<file path="src/rtl/clock_pkg.sv">
// Shared definitions for the clock project: mode and arbiter state encodings
// and a constant clog2 helper used to size counters.
package clock_pkg;

  typedef enum logic [1:0] {
    MODE_CLOCK     = 2'd0,
    MODE_STOPWATCH = 2'd1,
    MODE_TIMER     = 2'd2,
    MODE_SENSOR    = 2'd3
  } mode_e;

  typedef enum logic [1:0] {
    ST_RUN   = 2'd0,
    ST_GUARD = 2'd1,
    ST_ALERT = 2'd2
  } arb_state_e;

  // Number of bits needed to hold values 0..v-1 (0 for v <= 1).
  function automatic int clog2(input int v);
    int r;
    r = 0;
    while ((64'd1 << r) < 64'(v)) r++;
    return r;
  endfunction

endpackage

</file>
<file path="src/rtl/mode_arbiter.sv">
// Mode arbiter: selects the active controller, routes shared buttons and the
// Set switch, blanks routing after mode changes, and preempts into Timer mode
// with a buzzer when the timer expires, restoring the prior mode afterwards.
module mode_arbiter
  import clock_pkg::*;
#(
  parameter int P_GUARD_CYC = 100_000,
  parameter int P_BEEP_CYC  = 25_000_000
) (
  input  logic       iClk,
  input  logic       iRst_n,
  input  logic       iBtn_U,
  input  logic       iBtn_D,
  input  logic       iBtn_L,
  input  logic       iBtn_R,
  input  logic       iBtn_C,
  input  logic       iSet,
  input  logic       iTimer_End,
  output logic [1:0] oMode,
  output logic       oClock,
  output logic       oStopwatch,
  output logic       oTimer,
  output logic       oSensor,
  output logic       oBtn_U,
  output logic       oBtn_D,
  output logic       oBtn_L,
  output logic       oBtn_R,
  output logic       oSet,
  output logic       oAlert,
  output logic       oBuzz
);

  // One counter serves both the guard window and the beep half-period.
  localparam int CNT_MAX = (P_GUARD_CYC > P_BEEP_CYC) ? P_GUARD_CYC : P_BEEP_CYC;
  localparam int CNT_W   = (clog2(CNT_MAX) < 1) ? 1 : clog2(CNT_MAX);
  localparam logic [CNT_W-1:0] GUARD_LAST = CNT_W'(P_GUARD_CYC - 1);
  localparam logic [CNT_W-1:0] BEEP_LAST  = CNT_W'(P_BEEP_CYC - 1);

  arb_state_e       state_reg, state_next;
  mode_e            mode_reg, mode_next;
  mode_e            saved_reg, saved_next;
  logic             end_d_reg;
  logic             buzz_reg, buzz_next;
  logic [CNT_W-1:0] cnt_reg, cnt_next;
  logic             rise;

  assign rise = iTimer_End & ~end_d_reg;

  // State, mode, counter and buzzer registers with asynchronous reset.
  always_ff @(posedge iClk or negedge iRst_n) begin
    if (!iRst_n) begin
      state_reg <= ST_RUN;
      mode_reg  <= MODE_CLOCK;
      saved_reg <= MODE_CLOCK;
      end_d_reg <= 1'b0;
      buzz_reg  <= 1'b0;
      cnt_reg   <= '0;
    end else begin
      state_reg <= state_next;
      mode_reg  <= mode_next;
      saved_reg <= saved_next;
      end_d_reg <= iTimer_End;
      buzz_reg  <= buzz_next;
      cnt_reg   <= cnt_next;
    end
  end

  // Next-state logic; a timer-end rising edge overrides everything outside ALERT.
  always_comb begin
    state_next = state_reg;
    mode_next  = mode_reg;
    saved_next = saved_reg;
    cnt_next   = cnt_reg;
    buzz_next  = 1'b0;

    case (state_reg)
      ST_RUN: begin
        cnt_next = '0;
        if (iBtn_C && !iSet) begin
          mode_next  = mode_e'(mode_reg + 2'd1);
          state_next = ST_GUARD;
        end
      end
      ST_GUARD: begin
        if (cnt_reg == GUARD_LAST) begin
          state_next = ST_RUN;
          cnt_next   = '0;
        end else begin
          cnt_next = cnt_reg + CNT_W'(1);
        end
      end
      ST_ALERT: begin
        if (!iTimer_End) begin
          mode_next  = saved_reg;
          state_next = ST_GUARD;
          cnt_next   = '0;
        end else if (cnt_reg == BEEP_LAST) begin
          buzz_next = ~buzz_reg;
          cnt_next  = '0;
        end else begin
          buzz_next = buzz_reg;
          cnt_next  = cnt_reg + CNT_W'(1);
        end
      end
      default: begin
        state_next = ST_RUN;
        cnt_next   = '0;
      end
    endcase

    if (rise && state_reg != ST_ALERT) begin
      state_next = ST_ALERT;
      cnt_next   = '0;
      buzz_next  = 1'b1;
      if (mode_reg != MODE_TIMER) begin
        saved_next = mode_reg;
        mode_next  = MODE_TIMER;
      end else begin
        saved_next = MODE_TIMER;
      end
    end
  end

  // Combinational routing gates, qualified by the registered state.
  logic routing;
  assign routing = iRst_n && (state_reg == ST_RUN);

  assign oBtn_U = iBtn_U & (routing | (iRst_n && state_reg == ST_ALERT));
  assign oBtn_D = iBtn_D & routing;
  assign oBtn_L = iBtn_L & routing;
  assign oBtn_R = iBtn_R & routing;
  assign oSet   = iSet & routing;

  assign oMode      = mode_reg;
  assign oClock     = (mode_reg == MODE_CLOCK);
  assign oStopwatch = (mode_reg == MODE_STOPWATCH);
  assign oTimer     = (mode_reg == MODE_TIMER);
  assign oSensor    = (mode_reg == MODE_SENSOR);
  assign oAlert     = (state_reg == ST_ALERT);
  assign oBuzz      = buzz_reg;

endmodule

</file>
<file path="config.mk">
export PLATFORM = sky130hd
export DESIGN_NAME = mode_arbiter
export DESIGN_NICKNAME = d
export VERILOG_FILES = /design/src/rtl/clock_pkg.sv /design/src/rtl/mode_arbiter.sv
export SDC_FILE = /design/constraint.sdc
export NUM_CORES = 1
export LEC_CHECK = 0
export CORE_UTILIZATION = 35
export DETAILED_ROUTE_END_ITERATION = 16
export PLACE_DENSITY = 0.61
export SKIP_LAST_GASP = 1
export SYNTH_ARGS = -nofsm -noshare
export SYNTH_HDL_FRONTEND = slang
export SYNTH_SLANG_ARGS = --single-unit
</file>
<file path="constraint.sdc">
create_clock -name iClk -period 3.45 [get_ports iClk]
set_input_delay 0.69 -clock iClk [delete_from_list [all_inputs] [get_ports iClk]]
set_output_delay 0.69 -clock iClk [all_outputs]
set_load 0.01 [all_outputs]
</file>
Word level (Yosys, flattened, before mapping)
Index checks and enable logic that the tools add are counted.
{ "totals": {"out_inout_bits": 13, "elab_cells": 58, "reg_bits": 33} }
{ "classes": {"n_bitwise": 9, "n_reduce_logical": 8, "muxes": 20, "n_eq_ne": 13, "add_sub_neg": 2} }
{ "ops": {"columns": ["op", "count"], "rows": [
  ["$mux 25", 4],
  ["$pmux 25 s2", 1],
  ["$add 25x1->25 const B", 1],
  ["$eq 25x17->1 const B", 1],
  ["$eq 25x25->1 const B", 1],
  ["$mux 2", 9],
  ["$and 1x1->1", 6],
  ["$eq 2x2->1 const B", 3],
  ["$ne 3x3->1 const B", 2],
  ["$pmux 2 s3", 1],
  ["$eq 2x1->1 const B", 2],
  ["$logic_and 1x1->1", 4],
  ["$logic_not 2->1", 2],
  ["$mux 1", 4],
  ["$ne 2x2->1 const B", 2],
  ["$ne 4x2->1 const B", 1],
  ["$pmux 2 s2", 1],
  ["$ne 3x2->1 const B", 1],
  ["$reduce_and 3->1", 1],
  ["$add 2x1->2 const B", 1],
  ["$not 1->1", 2],
  ["$logic_not 1->1", 1],
  ["$or 1x1->1", 1]
]} }

Logic depth before layout (Yosys ltp)
Gate-level depths: netlist of run 1.
{ "logic_depth": {"ltp_word": 6, "depth_mapped": 8, "ltp_nobuf": 6} }

Least setup slack after synthesis of run 1
No wires, ideal clock.
{ "synth_timing": {"kind": "reg2reg", "startpoint": "register cnt_reg[0]", "endpoint": "register cnt_reg[18]", "period_less_slack_ps": 1941, "path_stages_with_launch": 8, "setup_ps": 119, "required_ps": 3331, "path_slack_ps": 1509, "t_arrival_ps": 1822, "path_cell_list": "dfrtp_1 ha_1 and4_1 nand2_1 or4_4 a2bb2oi_4 buf_6 nor2_1"} }
{ "synth_between": {"elab_chain_len": 5, "elab_cells_between_ends": 8} }
{ "synth_rtl": {"columns": ["element", "line", "text"], "rows": [
  ["from (decl)", "mode_arbiter.sv:44", "logic [CNT_W-1:0] cnt_reg, cnt_next;"],
  ["from (signal assigned)", "mode_arbiter.sv:64", "cnt_reg <= cnt_next;"],
  ["$add 25x1->25 / $eq 25x25->1 (equally long branches)", "mode_arbiter.sv:89, mode_arbiter.sv:102, mode_arbiter.sv:97", null],
  ["$mux 25", "mode_arbiter.sv:97", "end else if (cnt_reg == BEEP_LAST) begin"],
  ["$mux 25", "mode_arbiter.sv:93", "if (!iTimer_End) begin"],
  ["$pmux 25 s2 *", "mode_arbiter.sv:76", "case (state_reg)"],
  ["$mux 25 *", "mode_arbiter.sv:111", "if (rise && state_reg != ST_ALERT) begin"],
  ["via cnt_next[18]", "mode_arbiter.sv:44", null]
]} }
Mark *: on every way through the listed nets, which the timed path passes. The rest lies on a longest branch.
A chain may end at the register's enable or synchronous reset.

Final worst setup path of run 1
{ "layout_timing": {"startpoint": "register state_reg[0]", "endpoint": "output oBtn_U"} }
{ "layout_between": {"elab_chain_len": 4, "elab_cells_between_ends": 6} }
{ "layout_rtl": {"columns": ["element", "line", "text"], "rows": [
  ["from (decl)", "mode_arbiter.sv:39", "arb_state_e state_reg, state_next;"],
  ["from (signal assigned)", "mode_arbiter.sv:59", "state_reg <= state_next;"],
  ["$eq 2x2->1 / $logic_not 2->1 (equally long branches)", "mode_arbiter.sv:128, mode_arbiter.sv:126", null],
  ["$logic_and 1x1->1 (on tied branches)", "mode_arbiter.sv:128, mode_arbiter.sv:126", null],
  ["$or 1x1->1 *", "mode_arbiter.sv:128", "assign oBtn_U = iBtn_U & (routing | (iRst_n && state_reg == ST_ALERT));"],
  ["$and 1x1->1 *", "mode_arbiter.sv:128", null],
  ["to (decl)", "mode_arbiter.sv:24", "output logic oBtn_U,"]
]} }
Mark *: on every way between the ends. The rest lies on a longest branch, timed or not.

==> reports/qor.json, run 1 <==
{
  "run_status": "finished clean",
  "postPlaceCellArea_um2": 2156,
  "tritoncts_clock_tree": "yes",
  "synth_largest_area_cell": "sky130_fd_sc_hd__dfrtp_1",
  "final-max-slew-violation-count": 0,
  "post-dp-hpwl_mm": 2.842,
  "worst_setup_path_start_kind": "flop",
  "post_cts.repair.setup_buffers": 0,
  "core-area_um2": 5140,
  "grt_pass1_vias": 1437,
  "regToRegEndpoint": "cnt_reg[19]$_DFF_PN0_",
  "timing.final.setup_violations": 0,
  "rows": 26,
  "worst_setup_path_end_kind": "output pin",
  "timing.critical_path.fanout_max": 11,
  "routed_wirelength_mm": 3.906,
  "drc": 0,
  "static-leakage-power_nw": 0.9240,
  "post_synth_main_area_contributors": "sky130_fd_sc_hd__dfrtp_1, sky130_fd_sc_hd__nor2_1, sky130_fd_sc_hd__xnor2_1",
  "die_h_um": 75.33,
  "finalHoldViolCount": 0,
  "largest_register_ffs": 25,
  "mapped_avg_cell_area_um2": 9.504,
  "tritoncts_num_sinks": 33,
  "io-pin-count": 22,
  "unrepaired_setup_endpoints_after_global_routing": "false",
  "synth_top_area_share_pct": 43.88,
  "r2r-start": "cnt_reg[0]$_DFF_PN0_",
  "drtIter0Drc": 39,
  "insertedDiodeCount": 0,
  "totalNegativeSetupSlack_ps": 0,
  "worst_hold_slack_ps": 453.2,
  "h-tree-depth": 2,
  "fraction_of_layout_instances_using_a_drive_strength_above_1_pct": 8.036,
  "clkSlewWorstSetupHoldPaths_ps": 70,
  "cp.arrival_ps": 1950,
  "timing.hold.worst.class": "primary input to async pin",
  "r2r_slack_ps": 1040,
  "ctsRootBufferMaster": "sky130_fd_sc_hd__clkbuf_8",
  "globalplace.congestion": 0.7733,
  "ys_types": 34,
  "total_power_mw": 1.339,
  "clock_insertion_delay_worst_skew_ps": 290,
  "final_min_period_over_clock_period_pct": 76.42,
  "timing.slew.headroom_pct": 56.38,
  "maxCapViolCount": 0,
  "ys_dominant_reg_cell": "sky130_fd_sc_hd__dfrtp_1",
  "post_cts_hold_buffer_count": 0,
  "quantity_of_i_o_buffers_inserted_on_ports": 21,
  "postSynthRegisterBits": 33,
  "finalInstanceArea_um2": 2272,
  "grt_max_degree": 26,
  "dp.cells": 286,
  "rr_worst_depth": 6,
  "via_count": 1468,
  "globalRoute.totalOverflow": 0,
  "worst_pin_slew_ps": 652.0,
  "finalNetCount": 240,
  "initial_utilization_pct": 36.61,
  "max-clock-path-buffers": 2,
  "detail_route.vias_per_cell": 4.993,
  "post_cts.resized_instances": 0,
  "die-width_um": 75.33,
  "synthToLayoutAreaGrowth_pct": 20.74,
  "max_freq_mhz": 379.3,
  "synth_seq_area_share_pct": 43.88,
  "detailedRoute.firstPassIterationCount": 4,
  "ys_warn_count": 0,
  "power_density_nw_per_um2": 589.2,
  "synth-edff-count": 0,
  "grt_util_all_layers_pct": 16.12,
  "fin_crit_ps": 2636,
  "criticalPathCategory": "flop to output pin",
  "numCtsBuffers": 5,
  "grt_pass1_wl_mm": 6.768,
  "syn_inst": 198,
  "routed_wire_length_per_instance_um": 13.29,
  "ir_drop_uv": 352.2,
  "die_area_um2": 5674,
  "fin_cells": 294,
  "antenna_found_initial": 0,
  "async_flop_share_pct": 100.0,
  "synthesis.nets": 215,
  "synthesis.area_um2": 1882,
  "antenna_violating_nets_post_route": 0,
  "clock_skew_ps": 8.713,
  "cp_data_required_time_ps": 2760
}
## final cells by class
cell class | instances | area, um^2
inverter | 7 | 26.28
sequential | 33 | 825.8
tap | 70 | 87.58
fill | 526 | 2868
multi-input combinational | 153 | 996.0
clock inverter | 1 | 30.03
clock buffer | 7 | 86.33
timing repair buffer | 23 | 220.2
## cell families (layout without fill, tap and decap cells)
| group | after synthesis | in the layout | share of synthesized area [%] |
|---|---|---|---|
| buf+inv | 12 | 38 | 3.192 |
| mux | 2 | 2 | 1.197 |
| fa+ha+maj | 8 | 8 | 5.319 |
| simple gates | 103 | 103 | 27.86 |
| xor+xnor | 25 | 25 | 11.64 |
| compound gates | 15 | 15 | 6.916 |
| flops | 33 | 33 | 43.88 |
## worst max-delay path by stage
stage	start	to	cells after the start
2_1_floorplan	cnt_reg[0]$_DFF_PN0_	cnt_reg[18]$_DFF_PN0_	7
3_3_place_gp	iTimer_End	cnt_reg[23]$_DFF_PN0_	6
3_5_place_dp	iTimer_End	cnt_reg[16]$_DFF_PN0_	6
4_1_cts	state_reg[0]$_DFFE_PN0P_	oBtn_U	5
5_1_grt	state_reg[0]$_DFFE_PN0P_	oBtn_U	5
6_report	state_reg[0]$_DFFE_PN0P_	oBtn_U	5
## layer usage
layer  up-vias  global-route usage, %  share of wire [%]
met2        36                  24.40                 44
met1       698                  21.63                 47
met5         -                      0                  0
met3         6                  5.423                6.8
li1        728                      -                  -
met4         0                  5.556                1.6
## synth_stat cells (5+ instances only)
| library cell | n |
|---|---|
| sky130_fd_sc_hd__xor2_1 | 11 |
| sky130_fd_sc_hd__nand4_1 | 6 |
| sky130_fd_sc_hd__dfrtp_1 | 33 |
| sky130_fd_sc_hd__nor4_1 | 5 |
| sky130_fd_sc_hd__xnor2_1 | 14 |
| sky130_fd_sc_hd__and3_1 | 8 |
| sky130_fd_sc_hd__nand2_1 | 21 |
| sky130_fd_sc_hd__inv_1 | 7 |
| sky130_fd_sc_hd__nand3_1 | 9 |
| sky130_fd_sc_hd__ha_1 | 8 |
| sky130_fd_sc_hd__nor2_1 | 34 |
| sky130_fd_sc_hd__o21ai_0 | 5 |
## power breakdown
group          switching [mW]  internal [mW]
logic                   0.254          0.232
registers              0.0462          0.430
clock network           0.141          0.235
total                   0.441          0.897
## critical path, cell delays in order, from the launching register on
cell                              delay [ps]
sky130_fd_sc_hd__dfrtp_1                 390
sky130_fd_sc_hd__inv_1                   100
sky130_fd_sc_hd__ha_1                    370
sky130_fd_sc_hd__nor2_1                  140
sky130_fd_sc_hd__nor2_1                  120
sky130_fd_sc_hd__clkdlybuf4s50_1         540
## metrics by stage
stage | utilization, % | setup WS (ps)
6_report | 44.21 | 813.6
4_1_cts | 44.21 | 790.2
2_1_floorplan | - | 1509
5_1_grt | 44.21 | 646.6
3_5_place_dp | 41.94 | 787.1
3_3_place_gp | 41.94 | 840.2
## layout by cell type, fill, tap and decap left out, types with 6 or more instances in the layout
cell,instances
sky130_fd_sc_hd__nand4_1,6
sky130_fd_sc_hd__xnor2_1,14
sky130_fd_sc_hd__clkdlybuf4s50_1,20
sky130_fd_sc_hd__nand2_1,21
sky130_fd_sc_hd__clkbuf_8,6
sky130_fd_sc_hd__and3_1,8
sky130_fd_sc_hd__inv_1,7
sky130_fd_sc_hd__nor2_1,34
sky130_fd_sc_hd__nand3_1,9
sky130_fd_sc_hd__ha_1,8
sky130_fd_sc_hd__xor2_1,11
sky130_fd_sc_hd__dfrtp_1,33
No activity file was read; power rests on OpenSTA's default activity.
==> inputs of run 2 (changes only) <==
--- a/config.mk
+++ b/config.mk
@@ -7,7 +7,7 @@
 export LEC_CHECK = 0
 export CORE_UTILIZATION = 35
 export DETAILED_ROUTE_END_ITERATION = 16
-export PLACE_DENSITY = 0.61
+export PLACE_DENSITY = 0.63
 export SKIP_LAST_GASP = 1
 export SYNTH_ARGS = -nofsm -noshare
 export SYNTH_HDL_FRONTEND = slang
==> constraint.sdc (replaced) <==
create_clock -name iClk -period 2.3 [get_ports iClk]
set_input_delay 0.46 -clock iClk [delete_from_list [all_inputs] [get_ports iClk]]
set_output_delay 0.46 -clock iClk [all_outputs]
set_load 0.01 [all_outputs]
==> run 2 against run 1 <==
Effect of this change:
- sequential power up 51%
- clock skew down 2.1 ps
- count of clock-buffer cells in the layout up 1
- largest cell class unchanged
- largest power group unchanged
==> reports/qor.json, run 2 (synthesis results as in run 1) <==
{
  "run_status": "finished clean",
  "timing.final.setup_violations": 0,
  "h-tree-depth": 2,
  "timing.critical_path.cells": "inv_1 -> ha_4 -> and3_1 -> clkdlybuf4s50_1",
  "numCtsBuffers": 5,
  "grt_max_degree": 34,
  "io-pin-count": 22,
  "worst_setup_path_start_kind": "flop",
  "synthToLayoutAreaGrowth_pct": 22.27,
  "grt_pass1_vias": 1394,
  "post-route-worst-setup-slack_ps": 120.0,
  "grt_pass1_wl_mm": 6.575,
  "finalNetCount": 245,
  "fin_cells": 299,
  "criticalPathCategory": "flop to output pin",
  "critPathTopFamily": "buffers and inverters",
  "ctsRootBufferMaster": "sky130_fd_sc_hd__clkbuf_8",
  "finalInstanceArea_um2": 2301,
  "rows": 26,
  "finalHoldViolCount": 0,
  "timing.critical_path.fanout_max": 8,
  "insertedDiodeCount": 0,
  "routed_wirelength_mm": 3.824,
  "antenna_found_initial": 0,
  "clock_skew_ps": 6.620,
  "die-width_um": 75.33,
  "cp_data_required_time_ps": 1840,
  "die_area_um2": 5674,
  "fraction_of_layout_instances_using_a_drive_strength_above_1_pct": 10.04,
  "final_common_cell": "sky130_fd_sc_hd__nor2_1",
  "globalRoute.totalOverflow": 0,
  "timing.hold.worst.class": "primary input to async pin",
  "post_cts.resized_instances": 1,
  "post_cts_hold_buffer_count": 0,
  "drtIter0Drc": 76,
  "clock_insertion_delay_worst_skew_ps": 290,
  "core-area_um2": 5140,
  "cp.arrival_ps": 1720,
  "crit_path_slowest_cell": "sky130_fd_sc_hd__clkdlybuf4s50_1",
  "power_density_nw_per_um2": 840.9,
  "fin_crit_ps": 2180,
  "max_freq_mhz": 458.7,
  "worst_setup_path_end_kind": "output pin",
  "totalNegativeSetupSlack_ps": 0,
  "timing.slew.headroom_pct": 60.49,
  "largest_register_ffs": 25,
  "routed_wire_length_per_instance_um": 12.79,
  "critical-path-max-stage-delay_ps": 530,
  "dp.cells": 291,
  "detail_route.vias_per_cell": 4.829,
  "postPlaceCellArea_um2": 2206,
  "post_cts.repair.setup_buffers": 0,
  "final-max-slew-violation-count": 0,
  "maxCapViolCount": 0,
  "via_count": 1444,
  "tritoncts_clock_tree": "yes",
  "final_util_pct": 44.77,
  "critical_path_stages": 4,
  "tritoncts_num_sinks": 33,
  "ir_drop_uv": 469.6,
  "place_worst_setup_slack_ps": 209.9,
  "die_h_um": 75.33,
  "static-leakage-power_nw": 0.9517,
  "grt_util_all_layers_pct": 15.87,
  "antenna_violating_nets_post_route": 0,
  "clkSlewWorstSetupHoldPaths_ps": 70,
  "worstPathBufferInverterCount": 2,
  "worst_pin_slew_ps": 584.4,
  "max-clock-path-buffers": 2,
  "quantity_of_i_o_buffers_inserted_on_ports": 21,
  "initial_utilization_pct": 36.61,
  "detailedRoute.firstPassIterationCount": 4,
  "globalplace.congestion": 0.7985,
  "final_min_period_over_clock_period_pct": 94.78,
  "post-dp-hpwl_mm": 2.766,
  "drc": 0,
  "rr_worst_depth": 5,
  "most_frequent_cells_in_the_layout": "sky130_fd_sc_hd__nor2_1, sky130_fd_sc_hd__dfrtp_1, sky130_fd_sc_hd__nand2_1",
  "unrepaired_setup_endpoints_after_global_routing": "false"
}
run 2: cell types whose count changed in the layout (fill, tap and decap cells not counted):
| cell | before | now |
|---|---|---|
| sky130_fd_sc_hd__clkdlybuf4s50_1 | 20 | 19 |
| sky130_fd_sc_hd__inv_1 | 7 | 6 |
| sky130_fd_sc_hd__buf_4 | 2 | 6 |
| sky130_fd_sc_hd__ha_1 | 8 | 7 |
| sky130_fd_sc_hd__bufinv_16 | 1 | 0 |
| sky130_fd_sc_hd__clkbuf_1 | 1 | 3 |
| sky130_fd_sc_hd__ha_4 | 0 | 1 |
| sky130_fd_sc_hd__dlymetal6s2s_1 | 0 | 1 |
| sky130_fd_sc_hd__buf_12 | 0 | 1 |
| sky130_fd_sc_hd__inv_2 | 0 | 1 |
| sky130_fd_sc_hd__clkbuf_8 | 6 | 5 |
run 2: stage by stage:
step	power, mW	hold WS [ps]
after floorplan	1.209	164.4
after global placement	1.499	464.1
after detailed placement	1.504	466.7
after CTS	1.940	318.4
after global routing	2.086	355.0
final	1.935	308.7
run 2: layer usage:
layer  vias to the layer above  GRT usage, %  wire length, um
li1                        735             -                -
met1                       669         20.57             1915
met2                        35         24.21             1670
met3                         5         6.481              204
met4                         0         5.144               34
met5                         -             0                0
run 2: final timing paths:
check                                      endpoint  slack [ps]                startpoint
setup / recovery                               oSet         120  state_reg[1]$_DFFE_PN0P_
hold / removal                cnt_reg[11]$_DFF_PN0_         310                    iRst_n
setup reg to reg           state_reg[0]$_DFFE_PN0P_         210     cnt_reg[19]$_DFF_PN0_
hold reg to reg            saved_reg[0]$_DFFE_PN0P_         480  saved_reg[0]$_DFFE_PN0P_
max in group asynchronous     cnt_reg[17]$_DFF_PN0_        1700                    iRst_n
min in group iClk          saved_reg[0]$_DFFE_PN0P_         480  saved_reg[0]$_DFFE_PN0P_
run 2: worst reg2reg max path, cell delays in order (launching register included):
cell	delay (ps)
sky130_fd_sc_hd__dfrtp_1	430
sky130_fd_sc_hd__nor4_1	360
sky130_fd_sc_hd__nand3b_1	180
sky130_fd_sc_hd__o41ai_4	510
sky130_fd_sc_hd__mux2_2	380
sky130_fd_sc_hd__o21ai_0	150
run 2: where the power goes:
part	internal, mW	switching (mW)
Clock	0.215	0.198
Combinational	0.410	0.396
Sequential	0.645	0.0713
run 2: final cells by class:
type                    count  area, um^2
well taps                  70       87.58
repair buffers             28       272.8
fillers                   523        2839
clock buffers               8       80.08
multi-input cells         153        1008
flip-flops and latches     33       825.8
inverters                   7       26.28
